<file path="src/rtl/axi_channel_pkg.sv">
// Shared types and elaboration helpers for the AXI channel register FIFO.
package axi_channel_pkg;

    typedef enum logic {
        HS_REGISTERED = 1'b0,
        HS_FALLTHRU   = 1'b1
    } hndshk_mode_e;

    function automatic int cnt_w(input int depth);
        return $clog2(depth + 1);
    endfunction

    function automatic bit is_pow2(input int v);
        return (v >= 2) && ((v & (v - 1)) == 0);
    endfunction

    function automatic bit afull_ok(input int thresh, input int depth);
        return (thresh >= 1) && (thresh <= depth);
    endfunction

endpackage

</file>
<file path="src/rtl/axi_channel_fifo_ctrl.sv">
// Pointer, occupancy, enable and almost-full bookkeeping for axi_channel_reg_fifo.
module axi_channel_fifo_ctrl
    import axi_channel_pkg::*;
#(
    parameter  int DEPTH        = 4,
    parameter  int AFULL_THRESH = DEPTH - 1,
    localparam int PW           = $clog2(DEPTH),
    localparam int CW           = cnt_w(DEPTH)
) (
    input  logic          i_clk,
    input  logic          i_rst,
    input  logic          i_wr,
    input  logic          i_rd,
    output logic [PW-1:0] o_wptr,
    output logic [PW-1:0] o_rptr,
    output logic [CW-1:0] o_count,
    output logic          o_enable,
    output logic          o_full,
    output logic          o_empty,
    output logic          o_almost_full
);

    localparam logic [CW-1:0] AFULL_C = CW'(AFULL_THRESH);
    localparam logic [CW-1:0] FULL_C  = CW'(DEPTH);

    if (!is_pow2(DEPTH)) begin : g_bad_depth
        $error("DEPTH must be a power of 2 and at least 2");
    end
    if (!afull_ok(AFULL_THRESH, DEPTH)) begin : g_bad_afull
        $error("AFULL_THRESH must lie in 1..DEPTH");
    end

    logic [PW-1:0] r_wptr;
    logic [PW-1:0] r_rptr;
    logic [CW-1:0] r_count;
    logic [CW-1:0] w_count_nxt;
    logic          r_en_pre;
    logic          r_enable;
    logic          r_afull;

    always_comb begin
        w_count_nxt = r_count;
        case ({i_wr, i_rd})
            2'b10:   w_count_nxt = r_count + CW'(1);
            2'b01:   w_count_nxt = r_count - CW'(1);
            default: w_count_nxt = r_count;
        endcase
    end

    // Two-stage enable so the source sees ready only from the second cycle after release.
    always_ff @(posedge i_clk) begin
        if (i_rst) begin
            r_wptr   <= '0;
            r_rptr   <= '0;
            r_count  <= '0;
            r_en_pre <= 1'b0;
            r_enable <= 1'b0;
            r_afull  <= 1'b0;
        end else begin
            r_en_pre <= 1'b1;
            r_enable <= r_en_pre;
            if (i_wr) r_wptr <= r_wptr + PW'(1);
            if (i_rd) r_rptr <= r_rptr + PW'(1);
            r_count  <= w_count_nxt;
            r_afull  <= (w_count_nxt >= AFULL_C);
        end
    end

    assign o_wptr        = r_wptr;
    assign o_rptr        = r_rptr;
    assign o_count       = r_count;
    assign o_enable      = r_enable;
    assign o_full        = (r_count == FULL_C);
    assign o_empty       = (r_count == '0);
    assign o_almost_full = r_afull;

endmodule

</file>
<file path="src/rtl/axi_channel_reg_fifo.sv">
// Valid/ready buffer for any AXI channel: registered or fall-through handshake.
// Optional stats ports (high_water, stall_cnt) under `AXI_CHANNEL_FIFO_STATS_EN.
module axi_channel_reg_fifo
    import axi_channel_pkg::*;
#(
    parameter int           PAYLD_WIDTH  = 82,
    parameter int           DEPTH        = 4,
    parameter hndshk_mode_e HNDSHK_MODE  = HS_REGISTERED,
    parameter int           AFULL_THRESH = DEPTH - 1
) (
    input  logic                        aclk,
    input  logic                        areset,
    input  logic                        valid_src,
    input  logic [PAYLD_WIDTH-1:0]      payload_src,
    output logic                        ready_src,
    output logic                        valid_dst,
    output logic [PAYLD_WIDTH-1:0]      payload_dst,
    input  logic                        ready_dst,
    output logic [cnt_w(DEPTH)-1:0]     count,
    output logic                        almost_full
`ifdef AXI_CHANNEL_FIFO_STATS_EN
    ,
    output logic [cnt_w(DEPTH)-1:0]     high_water,
    output logic [31:0]                 stall_cnt
`endif
);

    localparam int PW = $clog2(DEPTH);
    localparam int CW = cnt_w(DEPTH);

    logic [PAYLD_WIDTH-1:0] r_mem [DEPTH];
    logic [PW-1:0]          w_wptr;
    logic [PW-1:0]          w_rptr;
    logic [CW-1:0]          w_count;
    logic                   w_enable;
    logic                   w_full;
    logic                   w_empty;
    logic                   w_push;
    logic                   w_pop;
    logic                   w_wr;
    logic                   w_rd;

    axi_channel_fifo_ctrl #(
        .DEPTH        (DEPTH),
        .AFULL_THRESH (AFULL_THRESH)
    ) u_ctrl (
        .i_clk         (aclk),
        .i_rst         (areset),
        .i_wr          (w_wr),
        .i_rd          (w_rd),
        .o_wptr        (w_wptr),
        .o_rptr        (w_rptr),
        .o_count       (w_count),
        .o_enable      (w_enable),
        .o_full        (w_full),
        .o_empty       (w_empty),
        .o_almost_full (almost_full)
    );

    assign ready_src = w_enable && !w_full;
    assign w_push    = valid_src && ready_src;
    assign w_pop     = valid_dst && ready_dst;
    // A beat taken straight through while empty is never stored.
    assign w_wr      = w_push && !(w_empty && w_pop);
    assign w_rd      = w_pop && !w_empty;
    assign count     = w_count;

    if (HNDSHK_MODE == HS_FALLTHRU) begin : g_fallthru
        assign valid_dst   = w_empty ? (valid_src && w_enable) : 1'b1;
        assign payload_dst = w_empty ? payload_src : r_mem[w_rptr];
    end else begin : g_registered
        assign valid_dst   = !w_empty;
        assign payload_dst = r_mem[w_rptr];
    end

    always_ff @(posedge aclk) begin
        if (w_wr) r_mem[w_wptr] <= payload_src;
    end

`ifdef AXI_CHANNEL_FIFO_STATS_EN
    logic [CW-1:0] r_high_water;
    logic [31:0]   r_stall_cnt;

    always_ff @(posedge aclk) begin
        if (areset) begin
            r_high_water <= '0;
            r_stall_cnt  <= '0;
        end else begin
            if (w_count > r_high_water) r_high_water <= w_count;
            if (valid_dst && !ready_dst && (r_stall_cnt != '1))
                r_stall_cnt <= r_stall_cnt + 32'd1;
        end
    end

    assign high_water = r_high_water;
    assign stall_cnt  = r_stall_cnt;
`endif

endmodule

</file>
<file path="config.mk">
export PLATFORM = sky130hd
export DESIGN_NAME = axi_channel_reg_fifo
export DESIGN_NICKNAME = d
export VERILOG_FILES = /design/src/rtl/axi_channel_pkg.sv /design/src/rtl/axi_channel_fifo_ctrl.sv /design/src/rtl/axi_channel_reg_fifo.sv
export SDC_FILE = /design/constraint.sdc
export NUM_CORES = 1
export LEC_CHECK = 0
export BUFFER_PORTS_ARGS = -buffer_cell sky130_fd_sc_hd__buf_2
export CORE_ASPECT_RATIO = 0.9
export CORE_MARGIN = 1
export CORE_UTILIZATION = 55
export CTS_BUF_LIST = sky130_fd_sc_hd__clkbuf_8
export CTS_CLUSTER_DIAMETER = 50
export DETAILED_ROUTE_END_ITERATION = 7
export MAX_ROUTING_LAYER = met4
export PLACE_DENSITY = 0.77
export SETUP_SLACK_MARGIN = 0.5
export SLEW_MARGIN = 20
export SYNTH_ARGS = -nofsm -noshare
export SYNTH_HDL_FRONTEND = slang
export SYNTH_SLANG_ARGS = --single-unit
</file>
<file path="constraint.sdc">
create_clock -name aclk -period 5 [get_ports aclk]
set_clock_uncertainty 0.2 [all_clocks]
set_input_delay 1 -clock aclk [delete_from_list [all_inputs] [get_ports aclk]]
set_output_delay 1 -clock aclk [all_outputs]
set_load 0.005 [all_outputs]
</file>
==> flow_summary.ini, run 1 <==
[cts]
cts_buffers = 51
cts.repair.resized = 0
cts_setup_buffers = 0
clk_latency_ns = 0.55
tritoncts = built
root_buffer = clkbuf_8
htreeDepth = 2
hold_buffers = 0
ctsLongestPathBuffers = 3
clkSinkCount = 340
clkTransAtPathRegs_ns = 0.06

[synth]
synth_most_common_cell = edfxtp_1
synth_cell_types = 30
synth_flop_cell = edfxtp_1
synthCells = 488
async_flop_share_pct = 0
synth-simple-area-share_pct = 0.772
synth-xor-area-share_pct = 0.281
ys_ff_latch = 340
avgSynthCellArea_sq_um = 25.6
synth_common_cells = edfxtp_1, mux4_2, dfxtp_1
synth_top_family_by_area = multiplexers
synth_area_sq_mm = 0.0125
synth-adder-area-share_pct = 0.661
syn_nets = 580
yosys_warnings = 0
synth_mux_area_share_pct = 15.1
synth_edf_count = 328
synth_area_leaders = edfxtp_1, mux4_2, dfxtp_1
synth_compound_gate_area_share_pct = 0.501
seq_area_frac_synth_pct = 80.8
synth_top_area_cell = edfxtp_1
synth_top_area_share_pct = 78.9

[placed_design]
dpl.cell_count = 943
io_buffers = 173
dpl.hpwl_mm = 13.3
gp_congestion = 0.699

[finish]
stdcell_count = 1037
areaGrowthSynthToFinish_pct = 16.8
fin_nets = 797
drive_gt1_share_pct = 45.6

[drt]
firstDrtPassIters = 4
drc_errors = 0
drtIter0Drc = 375
vias = 5696
drtAntennaViolNets = 0
avgRoutedWirePerCell_um = 21.0
routed_via_density = 5.49
drt_wl_total_mm = 21.8

[flow_run]
maxCapViolCount = 0

[power_and_ir_drop]
power_leakage_nw = 4.94
power.density_mw_per_mm2 = 435
power.total_w = 0.00634
ir_drop_mv = 0.272

[timing]
slew_violations = 0
period_share_pct = 73.9
hold_viol = 0
max_freq_mhz = 271
setup_viol = 0
maxSlewHeadroom_pct = 28.4
tightest_slew_ns = 1.07
fin_setup_tns_ns = 0
min_period_ns = 3.69
rsz0062_at_grt = false

[setup_path]
worstSetupStartpointType = flip-flop
worstSetupPathType = flip-flop to primary output
arrival_ns = 2.49
critPathBufInv = 2
endpoint_kind = primary output
cpPeakStageDelay_ns = 0.75
crit_fanout = 43
worstPathCellList = buf_12 > mux4_2 > buf_2
cp_data_required_time_ns = 3.80
critPathTopFamily = flip-flops
crit_slowest_cell = dfxtp_4

[grt]
met2_usage_pct = 31.6
gr-usage-all-layers_pct = 20.0
grt_first_pass_wirelength_mm = 34.1
gr-total-overflow = 0
antenna_found_initial = 1
busiest_layer = met2
grt_util_met1_pct = 26.5
use_met3_pct = 4.72
grt_pass1_vias = 6184
grt_max_degree = 73

[floorplan]
io_pins = 174
die-width_um = 161
die_h_um = 145
core_sq_mm = 0.0220
dieArea_sq_mm = 0.0233
fp-row-count = 51
initial_core_util_pct = 56.9

[worst_hold_path]
hold_class = flip-flop to flip-flop

[outcome]
outcome = finished, final reports clean
layout make-up:
cell class | count | area (sq um)
diodes | 1 | 2.50
clock buffers | 53 | 729
clock inverters | 40 | 243
fillers | 1404 | 7370
inverters | 4 | 15.0
multi-input cells | 124 | 2170
flip-flops and latches | 340 | 10100
well taps | 291 | 364
repair buffers | 184 | 961
registers in the layout, summed over array words and instances, names as in the netlist, named ones only:
| name | flops |
|---|---|
| r_mem | 328 |
| u_ctrl.o_wptr | 2 |
| u_ctrl.o_almost_full | 1 |
| u_ctrl.r_en_pre | 1 |
| u_ctrl.o_rptr | 2 |
| u_ctrl.o_enable | 1 |
| u_ctrl.o_count | 3 |
metrics by stage:
stage	utilization [%]	hold WS (ns)	area, sq um	worst slack, ns
final	66.4	0.272	14600	1.31
after detailed placement	62.0	0.254	13600	1.80
after CTS	66.4	0.273	14600	1.22
after floorplan	-	0.214	12500	1.13
after global placement	62.0	0.242	13600	1.83
after global routing	66.4	0.276	14600	1.10
cells in the final DEF (no fill, tap or decap):
master and n:
a21oi_2 1, o311ai_1 1, clkinv_1 14, a21oi_1 2, and2_4 4, mux2i_1 2, buf_12 1, clkbuf_8 53
clkinv_2 11, mux4_2 81, buf_4 10, nor3b_1 1, edfxtp_1 328, or3_1 2, buf_2 173, dfxtp_4 2
nor2b_1 1, xnor2_1 2, o31a_1 1, dfxtp_1 10, a31oi_1 1, xor2_1 2, a21o_1 1, a21boi_0 1
diode_2 1, mux4_1 1, nor2_1 8, mux2_2 1, ha_1 5, nand2_1 4, fa_1 1, inv_1 16
o21ai_0 1, bufinv_16 3
per-layer routing:
layer | vias to the layer above | wire length (um)
met4 | 0 | 364
met2 | 205 | 10800
li1 | 2530 | -
met1 | 2927 | 9070
met5 | - | 0
met3 | 34 | 1560
worst paths after layout:
| check | from | end | cells past startpoint | slack (ns) |
|---|---|---|---|---|
| max | flip-flop | payload_dst[21] | 3 | 1.31 |
| min | u_ctrl.r_en_pre | u_ctrl.o_enable | 1 | 0.27 |
| max reg2reg | u_ctrl.o_count[0] | r_mem[2][40] | 4 | 2.31 |
| min reg2reg | u_ctrl.r_en_pre | u_ctrl.o_enable | 1 | 0.27 |
kinds of logic (layout without fill, tap and decap cells):
group | Yosys count | in the layout
compound gates | 9 | 9
fa+ha+maj | 6 | 6
other cells | 0 | 1
mux | 85 | 85
buf+inv | 24 | 281
flops | 340 | 340
simple gates | 20 | 20
xor+xnor | 4 | 4
power breakdown:
part           switching [W]  internal [W]  leakage [nW]  total [W]
logic               0.000378      0.000550          1.32   0.000928
clock network       0.000984       0.00114         0.552    0.00212
registers           0.000107       0.00318          3.06    0.00329
Power figures use the tool's default switching activity.
==> inputs of run 2 (changes only) <==
ABC_AREA = 1   (was default)
clock period = 3.7 ns   (was 5 ns; I/O delays follow)
==> flow_summary.ini, run 2 <==
[setup_path]
crit_fanout = 164
worstSetupStartpointType = flip-flop
endpoint_kind = primary output
cp_data_required_time_ns = 2.76
worstSetupPathType = flip-flop to primary output
arrival_ns = 2.10

[synth]
synth_flop_cell = edfxtp_1
avgSynthCellArea_sq_um = 14.7
ys_ff_latch = 340
async_flop_share_pct = 0
yosys_warnings = 0
synth_top_area_cell = edfxtp_1
synth_most_common_cell = edfxtp_1
synth_top_area_share_pct = 76.7
synthCells = 874
synth_common_cells = edfxtp_1, nor2_1, o21ai_0, o22ai_1, o21ai_1
syn_nets = 966
synth_cell_types = 24
synth_edf_count = 328
synth_area_leaders = edfxtp_1, nor2_1, o22ai_1
synth_area_sq_mm = 0.0128
seq_area_frac_synth_pct = 78.6

[power_and_ir_drop]
ir_drop_mv = 0.354
power_leakage_nw = 5.32
power.total_w = 0.00793
power.density_mw_per_mm2 = 532

[timing]
hold_viol = 0
rsz0062_at_grt = false
slew_violations = 0
tightest_slew_ns = 0.680
fin_ws_ns = 0.662
period_share_pct = 82.1
maxSlewHeadroom_pct = 54.6
hold_slack_ns = 0.192
min_period_ns = 3.04
setup_viol = 0
max_freq_mhz = 329

[placed_design]
dpl.cell_count = 1308
io_buffers = 173
dpl.hpwl_mm = 13.5
gp_congestion = 0.759
dp_slack_ns = 1.21

[cts]
clk_latency_ns = 0.55
tritoncts = built
hold_buffers = 0
root_buffer = clkbuf_8
cts_buffers = 50
htreeDepth = 2
cts_setup_buffers = 0
clkSinkCount = 340
cts.repair.resized = 0
ctsLongestPathBuffers = 3
clkTransAtPathRegs_ns = 0.06

[drt]
drt_wl_total_mm = 24.9
drtAntennaViolNets = 0
firstDrtPassIters = 5
avgRoutedWirePerCell_um = 17.7
drtIter0Drc = 615
routed_via_density = 5.46
vias = 7655
drc_errors = 0

[finish]
largest-register = r_mem
areaGrowthSynthToFinish_pct = 16.1
layout_common_cells = edfxtp_1, buf_2, nor2_1
fill_cells = 1559
fin_nets = 1155
final_common_cell = edfxtp_1
utilization_pct = 65.6
largest_reg_flops = 328
drive_gt1_share_pct = 25.6
stdcell_count = 1402

[grt]
gr-usage-all-layers_pct = 21.5
grt_first_pass_wirelength_mm = 38.2
antenna_found_initial = 5
gr-total-overflow = 0
grt_max_degree = 165
grt_pass1_vias = 7620

[floorplan]
fp-row-count = 52
die_h_um = 147
initial_core_util_pct = 56.5
die-width_um = 163
dieArea_sq_mm = 0.0240
io_pins = 174
core_sq_mm = 0.0227

[outcome]
outcome = finished, final reports clean

[flow_run]
maxCapViolCount = 0

[worst_hold_path]
hold_class = input pin to flip-flop
## run 2: final timing paths
kind	cells past startpoint	slack, ns	end	start
hold / removal	1	0.19	r_mem[2][22]	payload_src[22]
hold reg to reg	2	0.21	u_ctrl.o_enable	u_ctrl.r_en_pre
setup reg to reg	10	1.46	u_ctrl.o_count[1]	u_ctrl.o_count[1]
setup / recovery	4	0.66	payload_dst[42]	flip-flop
## run 2: worst max-delay path, cell delays in order (launching register included)
cell,delay [ns]
dfxtp_4,0.38
buf_12,0.48
o21ai_0,0.24
o22ai_1,0.18
buf_2,0.15
## run 2: cells by family (layout without fill, tap and decap cells)
kind of cell | count (synthesis) | after routing | share of synthesized area (%)
buffers and inverters | 76 | 298 | 3.51
and+or+nand+nor | 200 | 200 | 5.98
adders and majority gates | 6 | 6 | 0.643
AOI/OAI and AO/OA | 252 | 252 | 11.3
other | 0 | 9 | 0
DFF | 340 | 340 | 78.6
## run 2: cell type report
cell class / count / area, sq um / share of cell area, %
multi-input cells: 458 / 2330 / 15.6
clock buffers: 55 / 757 / 5.08
repair buffers: 190 / 1090 / 7.34
inverters: 23 / 92.6 / 0.621
flip-flops and latches: 340 / 10100 / 67.7
diodes: 9 / 22.5 / 0.151
clock inverters: 30 / 146 / 0.982
well taps: 297 / 372 / 2.49
## run 2: power breakdown
part           switching, W  internal (W)
logic              0.000567      0.000335
registers         0.0000256       0.00429
clock network       0.00129       0.00142
total               0.00189       0.00604
## run 2: stage by stage
stage	instance area (sq um)	TNS, ns
6_report	14900	0
4_1_cts	14900	0
5_1_grt	14900	0
3_5_place_dp	14000	0
3_3_place_gp	14000	0
2_1_floorplan	12800	-28.61
## run 2: routing by layer
| layer | wire (um) | track usage, % | share of wire, % |
|---|---|---|---|
| met3 | 2140 | 5.76 | 8.6 |
| met2 | 11900 | 33.8 | 48 |
| met5 | 0 | - | 0 |
| met4 | 418 | 7.90 | 1.7 |
| met1 | 10400 | 27.0 | 42 |
==> inputs of run 3 (changes only) <==
clock period = 2.85 ns   (was 3.7 ns; I/O delays follow)
==> flow_summary.ini, run 3 (synthesized netlist as in run 2, its figures left out) <==
[placed_design]
dpl-instance-area_sq_mm = 0.0140
gp_congestion = 0.766
dpl.hpwl_mm = 14.6
dpl.cell_count = 1312
io_buffers = 173

[finish]
stdcell_count = 1463
fin_nets = 1213
postLayoutCellArea_sq_mm = 0.0165
areaGrowthSynthToFinish_pct = 28.4
final_common_cell = edfxtp_1
largest-register = r_mem
fill_cells = 1395
layout_common_cells = edfxtp_1, buf_2, nor2_1
largest_reg_flops = 328
drive_gt1_share_pct = 35.0

[outcome]
outcome = finished, final reports clean

[cts]
cts_buffers = 51
ctsLongestPathBuffers = 3
clkTransAtPathRegs_ns = 0.07
clk_latency_ns = 0.54
root_buffer = clkbuf_8
htreeDepth = 2
tritoncts = built
clkSinkCount = 340

[timing]
setup_viol = 0
min_period_ns = 2.67
max_freq_mhz = 374
slew_violations = 0
tightest_slew_ns = 0.631
hold_viol = 0
rsz0062_at_grt = true
maxSlewHeadroom_pct = 57.9
fin_setup_tns_ns = 0
period_share_pct = 93.8

[grt]
gr-total-overflow = 0
grt_first_pass_wirelength_mm = 45.1
grt_max_degree = 51
antenna_found_initial = 5
grt_pass1_vias = 8076
gr-usage-all-layers_pct = 26.3

[floorplan]
die_h_um = 147
initial_core_util_pct = 56.5
dieArea_sq_mm = 0.0240
fp-row-count = 52
core_sq_mm = 0.0227
die-width_um = 163
io_pins = 174

[setup_path]
reg2reg_from = u_ctrl.o_count[1]
timing.rr.end = u_ctrl.o_almost_full
critPathBufInv = 4
crit_fanout = 8
cpMostUsedCell = buf_12
worstSetupPathType = flip-flop to primary output
worstSetupStartpointType = flip-flop
arrival_ns = 1.90
cpPeakStageDelay_ns = 0.40
endpoint_kind = primary output
crit_slowest_cell = dfxtp_4
r2r_setup_slack_ns = 0.72
worstPathCellList = buf_12 > buf_12 > buf_16 > o21ai_0 > o22ai_1 > buf_2
reg2reg_depth = 12
critPathTopFamily = buffers and inverters
cp_data_required_time_ns = 2.08

[worst_hold_path]
hold_class = input pin to flip-flop
min_delay_path_depth = 1
hp-start = payload_src[12]
hold_end = r_mem[2][12]

[power_and_ir_drop]
power.density_mw_per_mm2 = 685
ir_drop_mv = 0.472
power_leakage_nw = 5.95

[drt]
drtIter0Drc = 829
vias = 8469
drt_wl_total_mm = 33.0
drtAntennaViolNets = 0
drc_errors = 0
routed_via_density = 5.79
avgRoutedWirePerCell_um = 22.6
firstDrtPassIters = 7

[flow_run]
maxCapViolCount = 0
[run 3: per-layer routing]
layer / vias to the layer above / wire length [um] / global-route usage [%]
li1: 3797 / - / -
met1: 4135 / 12900 / 33.8
met2: 484 / 16300 / 42.8
met3: 53 / 3170 / 5.08
met4: 0 / 680 / 7.66
met5: - / 0 / -
[run 3: power by group]
group / switching, W / internal, W
registers: 0.0000400 / 0.00556
logic: 0.00111 / 0.000972
clock network: 0.00180 / 0.00181
total: 0.00295 / 0.00834
[run 3: worst max-delay path by stage]
stage	start	end	slack, ns	cells after the start
5_1_grt	flip-flop	payload_dst[22]	0.11	6
6_report	flip-flop	payload_dst[22]	0.18	6
3_5_place_dp	valid_src	u_ctrl.o_count[1]	0.52	8
2_1_floorplan	valid_src	r_mem[0][0]	0.27	2
4_1_cts	flip-flop	payload_dst[67]	0.27	6
3_3_place_gp	flip-flop	payload_dst[10]	0.59	5
[run 3: per-stage QoR]
stage / hold WS (ns) / util (%) / total power, W / setup WS, ns
final: 0.0233 / 72.6 / 0.0113 / 0.177
after global routing: 0.00576 / 72.6 / 0.0117 / 0.108
after CTS: 0.00190 / 69.4 / 0.0109 / 0.272
after detailed placement: 0.199 / 61.7 / 0.00691 / 0.521
after global placement: 0.197 / 61.7 / 0.00687 / 0.588
after floorplan: 0.188 / - / 0.00644 / 0.267
[run 3: layout make-up]
| type | count | area [sq um] | share of cell area (%) |
|---|---|---|---|
| well taps | 297 | 372 | 2.25 |
| diodes | 6 | 15.0 | 0.0911 |
| repair buffers | 242 | 2260 | 13.7 |
| repair inverters | 5 | 61.3 | 0.372 |
| multi-input cells | 458 | 2650 | 16.1 |
| clock buffers | 53 | 729 | 4.43 |
| flip-flops and latches | 340 | 10100 | 61.3 |
| inverters | 23 | 114 | 0.691 |
| clock inverters | 39 | 179 | 1.09 |
[run 3: what timing repair did]
| action | CTS | global route |
|---|---|---|
| pin swaps | 18 | 33 |
| endpoints found under the hold margin | 15 | 0 |
| gates resized for setup | 92 | 87 |
| hold buffers | 5 | 0 |
| setup endpoints to repair | 82 | 83 |
| cloned | 17 | 13 |
| setup buffers | 11 | 7 |
